## src/rtl/approx_mac_accumulator.sv

```systemverilog
// Streaming accumulate stage behind a 16x16 approximate multiplier: sums signed
// 32-bit products into a wide accumulator and emits one dot product per in_last.
module approx_mac_accumulator #(
    parameter int ACC_W = 40,
    parameter bit SAT   = 1'b1
) (
    input  logic             clk,
    input  logic             rst,
    input  logic             in_valid,
    output logic             in_ready,
    input  logic [31:0]      in_p,
    input  logic             in_last,
    output logic             out_valid,
    input  logic             out_ready,
    output logic [ACC_W-1:0] out_acc,
    output logic [15:0]      out_cnt,
    output logic             out_ovf
);

    if (ACC_W < 33 || ACC_W > 64) begin : g_bad_acc_w
        $error("approx_mac_accumulator: ACC_W must be in 33..64");
    end

    localparam logic [ACC_W-1:0] ACC_MAX = {1'b0, {(ACC_W-1){1'b1}}};
    localparam logic [ACC_W-1:0] ACC_MIN = {1'b1, {(ACC_W-1){1'b0}}};

    typedef enum logic {
        EMPTY = 1'b0,
        FULL  = 1'b1
    } state_t;

    state_t           state_q;
    state_t           state_n;
    logic [ACC_W-1:0] acc;
    logic [15:0]      cnt;
    logic             ovf;
    logic [ACC_W:0]   sum;
    logic             add_ovf;
    logic [ACC_W-1:0] acc_nx;
    logic [15:0]      cnt_nx;
    logic             ovf_nx;
    logic             acc_en;
    logic             close_en;

    // Handshakes: a term transfers on in_valid & in_ready, a result on
    // out_valid & out_ready. in_ready opens whenever the result slot is empty
    // or is being drained this cycle, so back-to-back results need no bubble.
    assign in_ready  = (state_q == EMPTY) | out_ready;
    assign out_valid = (state_q == FULL);
    assign acc_en    = in_valid & in_ready;
    assign close_en  = acc_en & in_last;

    // One guard bit: the top two sum bits disagree exactly on signed overflow.
    assign sum     = {acc[ACC_W-1], acc} + {{(ACC_W-31){in_p[31]}}, in_p};
    assign add_ovf = sum[ACC_W] ^ sum[ACC_W-1];
    assign cnt_nx  = (cnt == 16'hFFFF) ? cnt : 16'(cnt + 16'd1);
    assign ovf_nx  = ovf | add_ovf;

    always_comb begin
        acc_nx = sum[ACC_W-1:0];
        if (SAT && add_ovf) begin
            acc_nx = sum[ACC_W] ? ACC_MIN : ACC_MAX;
        end
    end

    always_comb begin
        state_n = state_q;
        case (state_q)
            EMPTY:   if (close_en) state_n = FULL;
            FULL:    if (out_ready && !close_en) state_n = EMPTY;
            default: state_n = EMPTY;
        endcase
    end

    always_ff @(posedge clk) begin
        if (rst) begin
            state_q <= EMPTY;
            acc     <= '0;
            cnt     <= '0;
            ovf     <= 1'b0;
            out_acc <= '0;
            out_cnt <= '0;
            out_ovf <= 1'b0;
        end else begin
            state_q <= state_n;
            if (acc_en) begin
                if (in_last) begin
                    out_acc <= acc_nx;
                    out_cnt <= cnt_nx;
                    out_ovf <= ovf_nx;
                    acc     <= '0;
                    cnt     <= '0;
                    ovf     <= 1'b0;
                end else begin
                    acc <= acc_nx;
                    cnt <= cnt_nx;
                    ovf <= ovf_nx;
                end
            end
        end
    end

endmodule

```

## config.mk

```make
export PLATFORM = sky130hd
export DESIGN_NAME = approx_mac_accumulator
export DESIGN_NICKNAME = d
export VERILOG_FILES = /design/src/rtl/approx_mac_accumulator.sv
export SDC_FILE = /design/constraint.sdc
export NUM_CORES = 1
export LEC_CHECK = 0
export CAP_MARGIN = 20
export CORE_ASPECT_RATIO = 0.9
export CORE_UTILIZATION = 47
export DETAILED_ROUTE_END_ITERATION = 16
export DONT_BUFFER_PORTS = 1
export PLACE_DENSITY_LB_ADDON = 0.12
export SYNTH_ARGS = -nofsm -noshare
export SYNTH_HDL_FRONTEND = slang
export SYNTH_SLANG_ARGS = --single-unit
```

## constraint.sdc

```tcl
create_clock -name clk -period 4.09 [get_ports clk]
set_input_delay 0.818 -clock clk [delete_from_list [all_inputs] [get_ports clk]]
set_output_delay 0.818 -clock clk [all_outputs]
set_load 0.05 [all_outputs]
```

# Yosys cells after proc, flatten, opt, wreduce, memory -nomap -nowiden
# Index checks and enable logic that the tools add are counted.
[word_totals]
register_bits = 115
elab_cells = 28
inputBits = 37
output_inout_bits = 59
[op_classes]
n_bitwise = 6
eq_ne = 1
mux = 9
n_reduce_logical = 3
addsub = 2
[ops]
columns = ["cell", "count"]
rows = [
  ["$mux W40", 3],
  ["$add A40 B32 Y41", 1],
  ["$mux W16", 2],
  ["$add A16 B1 Y16 const B", 1],
  ["$eq A16 B16 Y1 const B", 1],
  ["$mux W1", 3],
  ["$and A1 B1 Y1", 2],
  ["$or A1 B1 Y1", 2],
  ["$pmux W1 S2", 1],
  ["$reduce_and A2 Y1", 1],
  ["$logic_and A1 B1 Y1", 1],
  ["$logic_not A1 Y1", 1],
  ["$not A1 Y1", 1],
  ["$xor A1 B1 Y1", 1],
]

# Depth between registers and ports, before layout
[depth]
depth_word = 8
mapped_depth = 14

# Worst setup path before layout
# Ideal clock, no wire load.
[synth_timing]
kind = "input to register"
start = "input port in_p[31]"
end = "register acc[26]"
path_stages = 12
t_arrival_ns = 3.640
path_slack_ns = 0.333
cell_sequence = "ha_1 and3_1 buf_6 nand4_4 or4_4 nand2_1 mux2i_1 a311o_2 and2_4 buf_6 or4_4 a22o_1"
[synth_between]
elab_chain_len = 4
word_cells_on_any_way = 5
cone_classes = "add/sub: 1; mux: 3; bitwise: 1"
[synth_rtl]
columns = ["element", "line_no", "rtl"]
rows = [
  ["from (decl)", "11", "input logic [31:0] in_p,"],
  ["$add A40 B32 Y41 *", "54", "assign sum = {acc[ACC_W-1], acc} + {{(ACC_W-31){in_p[31]}}, in_p};"],
  ["$mux W40 / $xor A1 B1 Y1 (equally long branches)", "62, 55", ""],
  ["$mux W40 *", "61", "if (SAT && add_ovf) begin"],
  ["$mux W40 *", "87", "if (in_last) begin"],
  ["to (signal assigned)", "95", "acc <= acc_nx;"],
  ["to (decl)", "34", "logic [ACC_W-1:0] acc;"],
]
# Mark *: on every way between the ends. The rest lies on a longest branch, timed or not.
# A chain may end at the register's enable or synchronous reset.

# Final worst setup path
[layout_timing]
start = "input port in_p[26]"
end = "register acc[22]"
# Same word-level chain as after synthesis.

==> reports/metrics.cfg <==
[placement]
gp_congestion = 0.912
placed_area_mm2 = 0.00695
place_ws_ns = 0.139
io_buffers = 0
dp_hpwl_um = 14100

[clocking]
cts_buffers = 17
cts_root_buf = clkbuf_16
clk_pin_slew_ns = 0.06
postCtsHoldBufs = 0
cts_tree = built
cts_resized = 0
cts_sinks = 115
cts_buffer_depth = 2
worst_skew_pair.late_latency_ns = 0.43
ctsHtreeMaxLevel = 4
cts_setup_buffers = 0

[drt]
via_per_inst = 5.93
wire_per_inst_um = 18.7
dr.pass1.iters = 5
dr_total_vias = 6201
drt_iter0_markers = 388
antenna_left = 0
drc = 0
routed_wl_um = 19500

[power]
power_mw = 3.79
power_frac_seq_pct = 37.5
p_per_area_mw_per_mm2 = 501
p_sw_share_pct = 34.8
power_frac_comb_pct = 22.2
p_clk_share_pct = 40.3
switchingPower_mw = 1.32
leakagePower_nw = 3.05
ir_worst_vdd_v = 0.000343
p_int_mw = 2.47

[global_route]
grt_max_degree = 40
grt_pass1_vias = 5998
antenna_found_initial = 0
grtUsageTotal_pct = 27.5
grt_overflow = 0
grt_pass1_wl_um = 31300

[synthesis]
yosysUniqueCellTypes = 66
synthArstFlopShare_pct = 0
synth_edf_count = 0
synth-simple-area-share_pct = 19.0
ys_seq_area_share_pct = 34.3
yosys_warnings = 0
synth_fa_ha_area_share_pct = 8.09
synth-main-ff-cell = dfxtp_1
netlist_area_mm2 = 0.00671
synth_compound_area_share_pct = 28.5
syn-num-nets = 922
muxShareOfSynthArea_pct = 0.597
synth_xor_area_share_pct = 5.74
synth_top_family_by_area = compound AO/OA/AOI/OAI gates
postSynthAreaPerCell_um2 = 7.96
postSynthCellCount = 843
synth_seq_cells = 115

[die]
dieArea_mm2 = 0.0148
die_w_um = 128
std_cell_rows = 41
core_mm2 = 0.0140
die_h_um = 115
ios = 96
start_util_pct = 48.1

[sta]
worstMarginPinSlew_ns = 0.620
timing_hold_violations_final = 0
maxSlewHeadroom_pct = 57.6
fmax_mhz = 278
setup-tns-final_ns = 0
rsz0062_at_grt = no
setup_ws_ns = 0.491
clock_skew_ns = 0.0151
fin_crit_sh_pct = 88.0
setup_viol = 0
finalMaxSlewViolations = 0
fin_crit_ns = 3.60

[final_layout]
multi_input_area_mm2 = 0.00417
regArea_mm2 = 0.00230
finalInstanceArea_mm2 = 0.00755
layout_commonest_cell = nand2_1
postLayoutCoreUtil_pct = 54.1
syn2layout_area_growth_pct = 12.6
num_antenna_cells = 0
drive_gt1_share_pct = 8.57
n_fill_cell = 1348
final_cell_mix = nand2_1 (124), dfxtp_1 (115), o21ai_0 (96)
nNetsFinal = 918

[worst_setup_path]
crit_type = input pin to register
critPathArrivalTime_ns = 3.92
critPathCaptureType = register
r2r_cells = 11
crit_required_ns = 4.41
cp-start-kind = input pin
startpoint = in_p[26]
crit_path_max_fanout = 17
r2r_start = acc[26]$_SDFFE_PP0P_

[min_path]
holdCritPathClass = input pin to register
hold_depth = 1
hold_start = rst

[outcome]
status = completed

[run]
drv_cap = 0

power by group through the flow:
stage	logic [mW]	clock network, mW	registers [mW]
after floorplan	0.630	0	1.42
after global placement	0.818	0	1.44
after detailed placement	0.830	0	1.44
after CTS	0.835	1.55	1.42
after global routing	0.933	1.60	1.43
final	0.841	1.53	1.42
worst max-delay path, stage by stage:
cell	delay, ns
ha_1	0.43
and3_1	0.29
nand4_1	0.20
or3b_1	0.41
a311o_1	0.37
and2_1	0.15
a31oi_2	0.34
and2_4	0.30
buf_4	0.28
nor2_1	0.11
o21ai_0	0.22
registers in the layout, summed over array words and instances (netlist names):
register / flops
acc: 40
out_acc: 40
cnt: 16
out_cnt: 16
out_ovf: 1
out_valid: 1
ovf: 1
synthesized netlist by cell type, types with 8 or more instances:
| library cell | n | share of area [%] |
|---|---|---|
| a21oi_1 | 68 | 5.1 |
| nor2_1 | 73 | 4.1 |
| xor2_1 | 15 | 2.0 |
| dfxtp_1 | 115 | 34 |
| and3_1 | 8 | 0.75 |
| a22oi_1 | 8 | 0.90 |
| nand4_1 | 10 | 0.93 |
| inv_1 | 12 | 0.67 |
| o21a_1 | 10 | 1.1 |
| clkbuf_1 | 37 | 2.1 |
| nor3_1 | 9 | 0.67 |
| a21o_1 | 18 | 2.0 |
| o21ai_0 | 96 | 7.2 |
| nand3_1 | 12 | 0.90 |
| ha_1 | 41 | 7.6 |
| a22o_1 | 36 | 4.7 |
| a31oi_1 | 15 | 1.4 |
| xnor2_1 | 29 | 3.8 |
| nand2_1 | 124 | 6.9 |
cells by family after synthesis:
family	Yosys count
muxes	4
xor gates and xnor gates	44
DFF	115
buffers and inverters	59
and+or+nand+nor	280
AOI/OAI and AO/OA	298
adders and majority gates	43
layout make-up:
type                       count  share of cell area [%]
clock buffer                  19                    6.00
multi-input combinational    669                    55.2
tap                          193                    3.20
timing repair buffer          24                    2.55
sequential                   115                    30.5
inverter                      12                   0.596
clock inverter                13                    1.99
worst paths after layout:
check,slack (ns),endpoint
max reg2reg,0.57,acc[22]$_SDFFE_PP0P_
min reg2reg,0.46,acc[6]$_SDFFE_PP0P_
max,0.49,acc[22]$_SDFFE_PP0P_
min,0.45,cnt[3]$_SDFFE_PP0P_
routing by layer:
| metal | up-vias | GRT usage (%) | wire length, um |
|---|---|---|---|
| met5 | - | 0 | 0 |
| met2 | 157 | 44.8 | 8910 |
| li1 | 3062 | - | - |
| met3 | 23 | 7.03 | 1030 |
| met4 | 0 | 8.55 | 325 |
| met1 | 2959 | 35.6 | 9250 |
through the flow:
step	std cells	hold WS, ns
4_1_cts	1045	0.442
3_5_place_dp	1013	0.450
5_1_grt	1045	0.436
6_report	1045	0.452
3_3_place_gp	1013	0.441
2_1_floorplan	843	0.429
(Power assumes the default switching activity.)
